$ cat src/rtl/cia_pkg.sv
// Shared CIA types: byte register type and the serial-port partner TX state.
package cia;

  typedef logic [7:0] reg8_t;

  typedef enum logic [1:0] {
    SP_IDLE,
    SP_LOW,
    SP_HIGH,
    SP_GAP
  } sp_partner_state_t;

endpackage

$ cat src/rtl/cia_sync2.sv
// Two-flop synchronizer for an asynchronous pad input; resets to RST_VAL.
module cia_sync2 #(
  parameter logic RST_VAL = 1'b1
) (
  input  logic clk,
  input  logic res_n,
  input  logic d,
  output logic q
);

  logic meta;

  always_ff @(posedge clk or negedge res_n) begin
    if (!res_n) begin
      meta <= RST_VAL;
      q    <= RST_VAL;
    end else begin
      meta <= d;
      q    <= meta;
    end
  end

endmodule

$ cat src/rtl/cia_sp_partner.sv
// Link partner for the CIA serial port: clocks bytes out on CNT/SP when the CIA
// is in input mode, and samples SP on CNT rising edges when the CIA drives it.
module cia_sp_partner
  import cia::*;
#(
  parameter int unsigned CNT_HALF   = 4,
  parameter int unsigned GAP_CYC    = 8,
  parameter int unsigned RX_TIMEOUT = 1024
) (
  input  logic  clk,
  input  logic  res_n,
  input  logic  tx_valid,
  input  reg8_t tx_data,
  output logic  tx_ready,
  input  logic  cnt_i,
  input  logic  sp_i,
  output logic  cnt_o,
  output logic  cnt_oe,
  output logic  sp_o,
  output logic  sp_oe,
  output reg8_t rx_data,
  output logic  rx_valid,
  input  logic  rx_ack,
  output logic  rx_overrun
);

  localparam int unsigned TMAX = (CNT_HALF > GAP_CYC) ? CNT_HALF : GAP_CYC;
  localparam int unsigned TW   = $clog2(TMAX) + 1;
  localparam int unsigned TOW  = $clog2(RX_TIMEOUT + 1);
  localparam logic [TW-1:0]  HALF_LAST = TW'(CNT_HALF - 1);
  localparam logic [TW-1:0]  GAP_LAST  = TW'(GAP_CYC - 1);
  localparam logic [TOW-1:0] TO_LAST   = TOW'(RX_TIMEOUT - 1);

  sp_partner_state_t state_q, state_d;
  logic [TW-1:0]     timer_q, timer_d;
  logic [2:0]        bit_q, bit_d;
  reg8_t             tx_sr_q, tx_sr_d;

  always_ff @(posedge clk or negedge res_n) begin
    if (!res_n) begin
      state_q <= SP_IDLE;
      timer_q <= '0;
      bit_q   <= '0;
      tx_sr_q <= '0;
    end else begin
      state_q <= state_d;
      timer_q <= timer_d;
      bit_q   <= bit_d;
      tx_sr_q <= tx_sr_d;
    end
  end

  // Outputs are decoded from the state register so reset releases the pads at once.
  always_comb begin
    state_d  = state_q;
    timer_d  = timer_q;
    bit_d    = bit_q;
    tx_sr_d  = tx_sr_q;
    tx_ready = 1'b0;
    cnt_o    = 1'b1;
    sp_o     = 1'b1;
    cnt_oe   = 1'b1;
    sp_oe    = 1'b1;
    unique case (state_q)
      SP_IDLE: begin
        tx_ready = 1'b1;
        cnt_oe   = 1'b0;
        sp_oe    = 1'b0;
        if (tx_valid) begin
          tx_sr_d = tx_data;
          bit_d   = '0;
          timer_d = '0;
          state_d = SP_LOW;
        end
      end
      SP_LOW: begin
        cnt_o = 1'b0;
        sp_o  = tx_sr_q[7];
        if (timer_q == HALF_LAST) begin
          timer_d = '0;
          state_d = SP_HIGH;
        end else begin
          timer_d = timer_q + TW'(1);
        end
      end
      SP_HIGH: begin
        sp_o = tx_sr_q[7];
        if (timer_q == HALF_LAST) begin
          timer_d = '0;
          if (bit_q == 3'd7) begin
            state_d = SP_GAP;
          end else begin
            tx_sr_d = {tx_sr_q[6:0], 1'b0};
            bit_d   = bit_q + 3'd1;
            state_d = SP_LOW;
          end
        end else begin
          timer_d = timer_q + TW'(1);
        end
      end
      SP_GAP: begin
        if (timer_q == GAP_LAST) begin
          timer_d = '0;
          state_d = SP_IDLE;
        end else begin
          timer_d = timer_q + TW'(1);
        end
      end
      default: state_d = SP_IDLE;
    endcase
  end

  logic cnt_s, sp_s;

  cia_sync2 #(.RST_VAL(1'b1)) u_sync_cnt (
    .clk   (clk),
    .res_n (res_n),
    .d     (cnt_i),
    .q     (cnt_s)
  );

  cia_sync2 #(.RST_VAL(1'b1)) u_sync_sp (
    .clk   (clk),
    .res_n (res_n),
    .d     (sp_i),
    .q     (sp_s)
  );

  logic           cnt_prev_q;
  logic [6:0]     rx_sr_q;
  logic [2:0]     rx_cnt_q;
  logic [TOW-1:0] rx_to_q;
  logic           rx_en, cnt_rise, byte_done;

  assign rx_en     = (state_q == SP_IDLE);
  assign cnt_rise  = cnt_s & ~cnt_prev_q;
  assign byte_done = rx_en & cnt_rise & (rx_cnt_q == 3'd7);

  // Edge detector keeps tracking during TX so no stale edge appears on return to IDLE.
  always_ff @(posedge clk or negedge res_n) begin
    if (!res_n) begin
      cnt_prev_q <= 1'b1;
      rx_sr_q    <= '0;
      rx_cnt_q   <= '0;
      rx_to_q    <= '0;
      rx_data    <= '0;
      rx_valid   <= 1'b0;
      rx_overrun <= 1'b0;
    end else begin
      cnt_prev_q <= cnt_s;
      if (!rx_en) begin
        rx_cnt_q <= '0;
        rx_to_q  <= '0;
      end else if (cnt_rise) begin
        rx_to_q  <= '0;
        rx_sr_q  <= {rx_sr_q[5:0], sp_s};
        rx_cnt_q <= rx_cnt_q + 3'd1;
      end else if (rx_cnt_q != '0) begin
        if (rx_to_q == TO_LAST) begin
          rx_cnt_q <= '0;
          rx_to_q  <= '0;
        end else begin
          rx_to_q <= rx_to_q + TOW'(1);
        end
      end

      if (byte_done) begin
        rx_data    <= {rx_sr_q, sp_s};
        rx_valid   <= 1'b1;
        rx_overrun <= ~rx_ack & (rx_overrun | rx_valid);
      end else if (rx_ack) begin
        rx_valid   <= 1'b0;
        rx_overrun <= 1'b0;
      end
    end
  end

endmodule

$ cat config.mk
export PLATFORM = sky130hd
export DESIGN_NAME = cia_sp_partner
export DESIGN_NICKNAME = d
export VERILOG_FILES = /design/src/rtl/cia_pkg.sv /design/src/rtl/cia_sync2.sv /design/src/rtl/cia_sp_partner.sv
export SDC_FILE = /design/constraint.sdc
export NUM_CORES = 1
export LEC_CHECK = 0
export CAP_MARGIN = 20
export CORE_ASPECT_RATIO = 0.8
export CORE_MARGIN = 3
export CORE_UTILIZATION = 50
export DETAILED_ROUTE_END_ITERATION = 6
export PLACE_DENSITY = 0.75
export SLEW_MARGIN = 20
export SYNTH_ARGS = -nofsm -noshare
export SYNTH_HDL_FRONTEND = slang
export SYNTH_HIERARCHICAL = 1
export SYNTH_SLANG_ARGS = --single-unit
$ cat constraint.sdc
create_clock -name clk -period 2.05 [get_ports clk]
set_input_delay 0.41 -clock clk [delete_from_list [all_inputs] [get_ports clk]]
set_output_delay 0.41 -clock clk [all_outputs]
set_load 0.01 [all_outputs]
; ---- After elaboration in Yosys (flattened, before gate mapping)
; Cells that the tools add are included.
[classes]
add_sub_neg = 4
eq_ne = 15
muxes = 33
n_bitwise = 7
n_reduce_logical = 9
[op_table]
columns = operator, count
row1 = 2-to-1 mux 11 bit, 4
row2 = 2-to-1 mux 8 bit, 3
row3 = 2-to-1 mux 3 bit, 7
row4 = case mux 8 bit (2 select lines), 1
row5 = 2-to-1 mux 4 bit, 3
row6 = case mux 4 bit (3 select lines), 1
row7 = adder 11 x 1 -> 11 bit (second input constant), 1
row8 = == test 11 x 10 -> 1 bit (second input constant), 1
row9 = 2-to-1 mux 2 bit, 5
row10 = inequality test 2 bit (second input constant), 5
row11 = case mux 2 bit (4 select lines), 1
row12 = AND reduction 4 bit, 2
row13 = 2-to-1 mux 1 bit, 7
row14 = adder 3 x 1 -> 3 bit (second input constant), 2
row15 = == test 3 bit (second input constant), 2
row16 = inequality test 3 x 1 -> 1 bit (second input constant), 2
row17 = case mux 3 bit (2 select lines), 1
row18 = adder 4 x 1 -> 4 bit (second input constant), 1
row19 = AND 1 bit, 4
row20 = == test 2 bit (second input constant), 2
row21 = == test 4 x 2 -> 1 bit (second input constant), 1
row22 = == test 4 x 3 -> 1 bit (second input constant), 1
row23 = AND reduction 2 bit, 2
row24 = nonzero test 2 bit, 2
row25 = 6 further kinds, 7
[totals]
regBits = 53
out_inout_bits = 15
word_cells = 83

; ---- Depth between registers and ports, before layout
; Gate-level depths: netlist of run 1.
[logic_depth]
depth_word = 5
depth_mapped = 8
ltp_nobuf = 6

; ---- Modules after synthesis
; The synthesis of run 1 kept the hierarchy.
[by_module_without_submodules]
columns = module, instances, cells_per_inst, area_each_um2, seq_area_each_um2
row1 = cia_sp_partner, 1, 226, 2358.5, 1227.4
row2 = cia_sync2, 2, 2, 52.6, 52.6

; ---- Worst setup path after synthesis of run 1
; OpenSTA, ideal clock, no wires.
[synth_timing]
path_type = reg-to-reg
from = register bit_q[0]
to = register bit_q[2]
t_arrival_ns = 1.814
required_time_ns = 1.929
path_slack_ns = 0.115
path_stages_with_launch = 7
n_path_buf = 1
path_cell_list = dfrtp_1 > ha_1 > ha_1 > or4b_1 > a211oi_2 > buf_4 > o21ai_1
[synth_between]
elab_chain_cells = 4
elab_cells_between_ends = 7
classes_between = add/sub (1) / eq/ne (2) / mux (3) / reduce/logical (1)
[synth_rtl]
columns = element, line_no
row1 = "start, declared", cia_sp_partner.sv:36  ; logic [2:0] bit_q, bit_d;
row2 = "start signal, assigned", cia_sp_partner.sv:48  ; bit_q <= bit_d;
row3 = adder 3 x 1 -> 3 bit, cia_sp_partner.sv:94  ; bit_d = bit_q + 3'd1;
row4 = 2-to-1 mux 3 bit, cia_sp_partner.sv:90  ; if (bit_q == 3'd7) begin
row5 = 2-to-1 mux 3 bit, cia_sp_partner.sv:88  ; if (timer_q == HALF_LAST) begin
row6 = case mux 3 bit (2 select lines), cia_sp_partner.sv:64  ; unique case (state_q)
; Parallel ways exist; a longest one is shown, timed or not. The select of a mux whose other input is x is not followed.
; A chain may end at the register's enable or synchronous reset.

; ---- Final worst setup path of run 1
[layout_timing]
from = register bit_q[1]
to = register bit_q[1]
; The elaborated chain is that of the path after synthesis.

==> results of run 1 <==
==> synth_stat cells (2+ instances only) <==
library cell   n
or4_1          2
nand3_1        9
a21oi_1        6
a31o_2         2
nand2b_1       3
dfrtp_1       48
o21ai_0        9
nor2_1        20
nand4b_1       2
a31oi_1        2
inv_1         12
a21oi_2        7
or3_1          3
nand2_1       34
xnor2_1        4
clkbuf_1       3
mux2_2         9
ha_1          11
buf_4          3
xor2_1         2
mux2i_1        9
dfstp_2        5
nor2b_1        3
nor3_1         3
a22o_1         3
o21ai_2        2
==> routing by layer <==
metal	GRT usage (%)	vias up
li1	-	876
met1	25.2	908
met2	29.1	43
met3	4.04	8
met4	5.34	0
met5	0	-
==> where the power goes <==
| part | internal, W | total, W | switching (W) |
|---|---|---|---|
| clock network | 0.000279 | 0.000646 | 0.000367 |
| logic | 0.000851 | 0.00173 | 0.000881 |
| registers | 0.00126 | 0.00140 | 0.000145 |
==> stage by stage <==
step	hold WS, ns	cells	power [W]	TNS, ns	worst slack (ns)
final	0.0387	332	0.00378	-0.0150	-0.0150
after global routing	0.0730	332	0.00403	-0.534	-0.0904
after CTS	0.0548	331	0.00366	0	0.0206
after detailed placement	0.349	320	0.00282	-0.0619	-0.0202
after global placement	0.346	320	0.00277	0	0.0532
after floorplan	0.114	230	0.00235	0	0.115
==> area by class of cell <==
class	count	area (um^2)	area share (%)
Clock inverter	2	16.3	0.527
Tap cell	60	75.1	2.43
Multi-Input combinational cell	158	1100	35.7
Sequential cell	53	1330	43.2
Clock buffer	6	82.6	2.68
Inverter	12	45.0	1.46
Timing Repair Buffer	41	434	14.1
==> registers in the layout, summed over array words and instances (netlist names), 2 cells and up <==
| signal | cells |
|---|---|
| bit_q | 3 |
| rx_cnt_q | 3 |
| rx_data | 8 |
| rx_sr_q | 7 |
| rx_to_q | 11 |
| state_q | 2 |
| timer_q | 4 |
| tx_sr_q | 8 |
==> critical path, cell delays in order, from the launching register on <==
cell	delay (ns)
dfrtp_1	0.41
ha_2	0.21
ha_4	0.16
or4b_4	0.50
a211oi_4	0.26
buf_6	0.17
buf_12	0.12
nand3_1	0.10
o21ai_2	0.08
==> cell families after synthesis <==
kind of cell / share of synthesized area (%)
buffers and inverters: 3.40
AO/OA/AOI/OAI: 10.8
adder cells (fa/ha/maj): 5.59
XOR/XNOR: 2.13
multiplexers: 7.77
AND/OR/NAND/NOR: 16.2
flip-flops: 54.1
==> worst min path at each step <==
stage,startpoint,endpoint,slack [ns],cells past startpoint
after floorplan,res_n,bit_q[0]$_DFFE_PN0P_,0.11,0
after global placement,u_sync_sp/meta$_DFF_PN1_,u_sync_sp/q$_DFF_PN1_,0.35,0
after detailed placement,u_sync_sp/meta$_DFF_PN1_,u_sync_sp/q$_DFF_PN1_,0.35,0
after CTS,res_n,rx_to_q[0]$_DFFE_PN0P_,0.05,1
after global routing,res_n,rx_to_q[0]$_DFFE_PN0P_,0.07,1
final,res_n,rx_to_q[9]$_DFFE_PN0P_,0.04,1
==> timing repair <==
item,4_1_cts,5_1_grt
setup buffers,2,0
hold endpoints to repair,0,0
setup endpoints to repair,15,11
cloned,1,1
pin swaps,1,5
gates resized for setup,13,6
==> metrics.cfg, run 1 <==
[status]
status = complete, but fails checks
violations = negative setup slack

[placed_design]
portBuffers = 28
gp_congestion = 0.774
place_area_um2 = 2870
dp_hpwl_mm = 3.35

[final_layout]
final_cell_mix = 48 x dfrtp_1, 34 x nand2_1, 23 x clkdlybuf4s50_1, 18 x nor2_1, 10 x inv_1
fin_area_um2 = 3090
layout_commonest_cell = dfrtp_1
area_growth_pct = 25.3
num_antenna_cells = 0
drive_above_1_share_pct = 21.3
nets = 296
fill_cells = 370
post-route-util_pct = 66.0

[critical_path]
r2r-start = bit_q[1]$_DFFE_PN0P_
reg2reg_depth = 8
startpoint = bit_q[1]$_DFFE_PN0P_
required_ns = 2.30
arrival_ns = 2.32
rrSetupSlack_ns = -0.02
critPathKind = reg2reg
rr_endpoint = bit_q[1]$_DFFE_PN0P_
critPathLaunchType = flip-flop
critPathMaxFanout = 6
endpoint_kind = flip-flop
endpoint = bit_q[1]$_DFFE_PN0P_

[timing]
slew_headroom_pct = 68.5
rsz0062_at_grt = true
worst_pin_slew_ns = 0.472
finClkSkew_ns = 0.00775
finalMaxSlewViolations = 0
finalHoldViolations = 0
finalSetupViolCount = 1
clock.fmax_mhz = 484
fin_crit_ns = 2.07
fin_crit_sh_pct = 101
fin_ws_ns = -0.0150

[clock_tree]
clock-root-buffer = clkbuf_8
ctsHoldBuffers = 0
cts_buffer_depth = 2
path_clk_slew_ns = 0.10
cts_tree = built
clkSinkCount = 53
cts_max_level = 2
insertion_delay_ns = 0.31
cts_buffers = 5

[synthesis]
synthArstFlopShare_pct = 100
synth_ff_type = dfrtp_1
synth.distinct_cells = 40
ys_ff_latch = 53
yosysTopAreaCellShare_pct = 48.8
yosys.area.top_type = dfrtp_1
synth_area_per_cell_um2 = 10.7
synth.area.top_cells = dfrtp_1 49%, ha_1 5.6%, dfstp_2 5.3%
postSynthCellCount = 230
ys_warn_count = 6
ys_seq_area_share_pct = 54.1
syn_nets = 255
synth_edf_count = 0
synth_area_um2 = 2460

[grt]
antenna_found_initial = 0
grt_pass1_wl_mm = 8.38
track_usage_pct = 18.2
grt_max_degree = 35
grt_pass1_vias = 1857
grt_overflow = 0

[drt]
top_layer = met4
finalWirelength_mm = 5.04
route.met2.wl_mm = 2.37
vias = 1835
post-route-drc-count = 0
ant_nets = 0
drt_iter0_markers = 111
drt_first_pass_iters = 4
wl_per_cell_um = 15.2
dr_wl_met3_um = 205
vias_per_cell = 5.53
met1Wirelength_mm = 2.40

[die]
initial_core_util_pct = 52.6
dieWidth_um = 84.5
dieArea_um2 = 5810
num_rows = 22
die_height_um = 68.8
io_pins = 29
core_area_um2 = 4680

[job]
cap_violations = 0

[pwr]
p_leak_nw = 1.37
vdd_drop_max_v = 0.000820
p_per_area_nw_per_um2 = 1230

[hold_path]
holdCritPathClass = in2async

No activity file was read; power rests on OpenSTA's default activity.
==> run 2, diff against run 1 <==
CORE_UTILIZATION = 55   (was 50)
GPL_ROUTABILITY_DRIVEN = 0   (was not set)
PLACE_DENSITY = 0.79   (was 0.75)
clock period = 2.3 ns   (was 2.05 ns; I/O delays follow)
==> run 2 against run 1 <==
- the run now ends clean
- sequential share of layout area grew 2.3 points
- die area fell by 8.4%
- largest power group is now sequential cells
- worst hold slack improved by 0.12 ns
- final area down 5.0%
- worst setup slack better by 0.11 ns
- first-iteration DRC count is 9.9% higher
- routed wire length fell by 5.2%
- critical endpoint is now sp_o
- register-to-register slack better by 0.20 ns
==> metrics.cfg, run 2 (synthesis results as in run 1) <==
[final_layout]
regMostFlops = rx_to_q
nets = 289  ; -2.4%
final_cell_mix = 48 x dfrtp_1, 34 x nand2_1, 27 x clkdlybuf4s50_1, 20 x nor2_1, 10 x ha_1
layoutNonFillerInstCount = 322  ; -3.0%
num_antenna_cells = 0  ; unchanged
drive_above_1_share_pct = 17.0  ; -4.3 points
largest_reg_flops = 11  ; unchanged
area_growth_pct = 19.0
largest_registers = rx_to_q: 11 flops, rx_data: 8 flops, tx_sr_q: 8 flops
seqCellArea_um2 = 1330  ; unchanged
multi_input_area_um2 = 1050  ; -4.7%
layout_commonest_cell = dfrtp_1
fill_cells = 357  ; -3.5%

[drt]
dr_wl_met3_um = 156  ; -24%
vias_per_cell = 5.48  ; -0.83%
drt_iter0_markers = 122  ; +9.9%
post-route-drc-count = 0  ; unchanged
met1Wirelength_mm = 2.41  ; +0.29%
ant_nets = 0  ; unchanged
drt_first_pass_iters = 4  ; unchanged
finalWirelength_mm = 4.78  ; -5.2%
wl_per_cell_um = 14.9  ; -2.2%
top_layer = met4
vias = 1765  ; -3.8%
route.met2.wl_mm = 2.15  ; -9.6%

[grt]
track_usage_pct = 19.8  ; +1.6 points
grt_overflow = 0  ; unchanged
grt_max_degree = 28  ; -20%
grt_pass1_vias = 1657  ; -11%
antenna_found_initial = 0  ; unchanged
grt_pass1_wl_mm = 8.06  ; -3.8%

[timing]
finClkSkew_ns = 0.00436  ; -0.00339 ns
finalMaxSlewViolations = 0  ; unchanged
fin_ws_ns = 0.0949  ; +0.110 ns
hold_slack_ns = 0.157  ; +0.118 ns
fin_crit_ns = 2.21
worst_pin_slew_ns = 0.636  ; +0.164 ns
fin_setup_tns_ns = 0  ; +0.0150 ns
fin_crit_sh_pct = 95.9
rsz0062_at_grt = false
slew_headroom_pct = 57.6  ; -11 points
finalHoldViolations = 0  ; unchanged
finalSetupViolCount = 0  ; -1
clock.fmax_mhz = 453

[clock_tree]
insertion_delay_ns = 0.31  ; about the same
cts_tree = built
cts_buffer_depth = 2  ; unchanged
cts_max_level = 2  ; unchanged
path_clk_slew_ns = 0.10  ; about the same
clkSinkCount = 53  ; unchanged
cts_buffers = 5  ; unchanged
ctsHoldBuffers = 0  ; unchanged
cts_setup_buffers = 0  ; -2
clock-root-buffer = clkbuf_8

[die]
dieArea_um2 = 5320  ; -8.4%
io_pins = 29  ; unchanged
num_rows = 21  ; -4.5%
dieWidth_um = 80.8  ; -4.3%
core_area_um2 = 4260  ; -9.0%
initial_core_util_pct = 57.9  ; +5.2 points
die_height_um = 65.9  ; -4.3%

[critical_path]
arrival_ns = 1.75  ; -0.57 ns
cp_slowest_cell = clkdlybuf4s50_1
slowest_delay_ns = 0.53  ; +0.03 ns
required_ns = 1.84  ; -0.46 ns
reg2reg_depth = 7  ; -1
critPathKind = reg2out
cp_cell_sequence = inv_2, ha_2, nand2b_1, clkdlybuf4s50_1
endpoint_kind = output port
critPathMaxFanout = 4  ; -2
critPathLaunchType = flip-flop

[hold_path]
holdCritPathClass = in2async

[pwr]
p_per_area_nw_per_um2 = 1030  ; -16%
p_leak_nw = 1.32  ; -3.8%
vdd_drop_max_v = 0.000738  ; -10%

[placed_design]
dp_slack_ns = 0.174  ; +0.194 ns
dp_cells = 314  ; -1.9%
portBuffers = 28  ; unchanged
dp_hpwl_mm = 3.42  ; +2.0%

[job]
cap_violations = 0  ; unchanged

[status]
status = finished, final reports clean

## run 2: changes by cell type in the layout (fill, tap and decap cells not counted), sizes merged
cell,delta
clkbuf,-1
dlygate4sd2,-4
clkinv,+1
buf,-6
clkinvlp,-1
clkdlybuf4s50,+4
## run 2: metal layers
layer	global-route usage [%]	vias to the layer above
met5	0	-
met4	6.96	0
met1	28.5	867
met3	3.68	7
met2	29.9	31
li1	-	860
## run 2: area by class of cell
cell class,count,area share [%]
Clock buffer,6,2.82
Clock inverter,2,0.598
Inverter,12,1.54
Multi-Input combinational cell,158,35.8
Sequential cell,53,45.5
Tap cell,57,2.43
Timing Repair Buffer,34,11.4
## run 2: per-stage QoR
stage	total power, W	area, um^2	utilization, %
detailed placement	0.00245	2830	66.5
global placement	0.00239	2830	66.5
global route	0.00320	2930	68.9
CTS	0.00301	2930	68.8
floorplan	0.00209	2460	-
finish	0.00301	2930	68.9
## run 2: final timing paths
check	from	end	slack [ns]
max	state_q[1]$_DFFE_PN0P_	sp_o	0.09
min	res_n	timer_q[1]$_DFFE_PN0P_	0.16
max reg2reg	bit_q[0]$_DFFE_PN0P_	bit_q[2]$_DFFE_PN0P_	0.18
min reg2reg	u_sync_sp/meta$_DFF_PN1_	u_sync_sp/q$_DFF_PN1_	0.36
max in group asynchronous	res_n	u_sync_cnt/q$_DFF_PN1_	1.51
min in group clk	u_sync_sp/meta$_DFF_PN1_	u_sync_sp/q$_DFF_PN1_	0.36
## run 2: power breakdown
group	internal [W]	total, W	switching, W	leakage (nW)
Combinational	0.000515	0.00119	0.000673	0.574
Clock	0.000250	0.000566	0.000316	0.0518
Sequential	0.00112	0.00125	0.000133	0.689
Total	0.00189	0.00301	0.00112	1.32
## run 2: repair_timing
action,in CTS,in global routing
pin swaps,0,0
setup endpoints to repair,2,3
resized for setup,1,3
## run 2: critical path, delay by kind of cell (launching register included)
kind	cells	cell delay, ns
flops	1	0.44
fa+ha+maj	1	0.29
simple gates	1	0.08
buf+inv	2	0.62
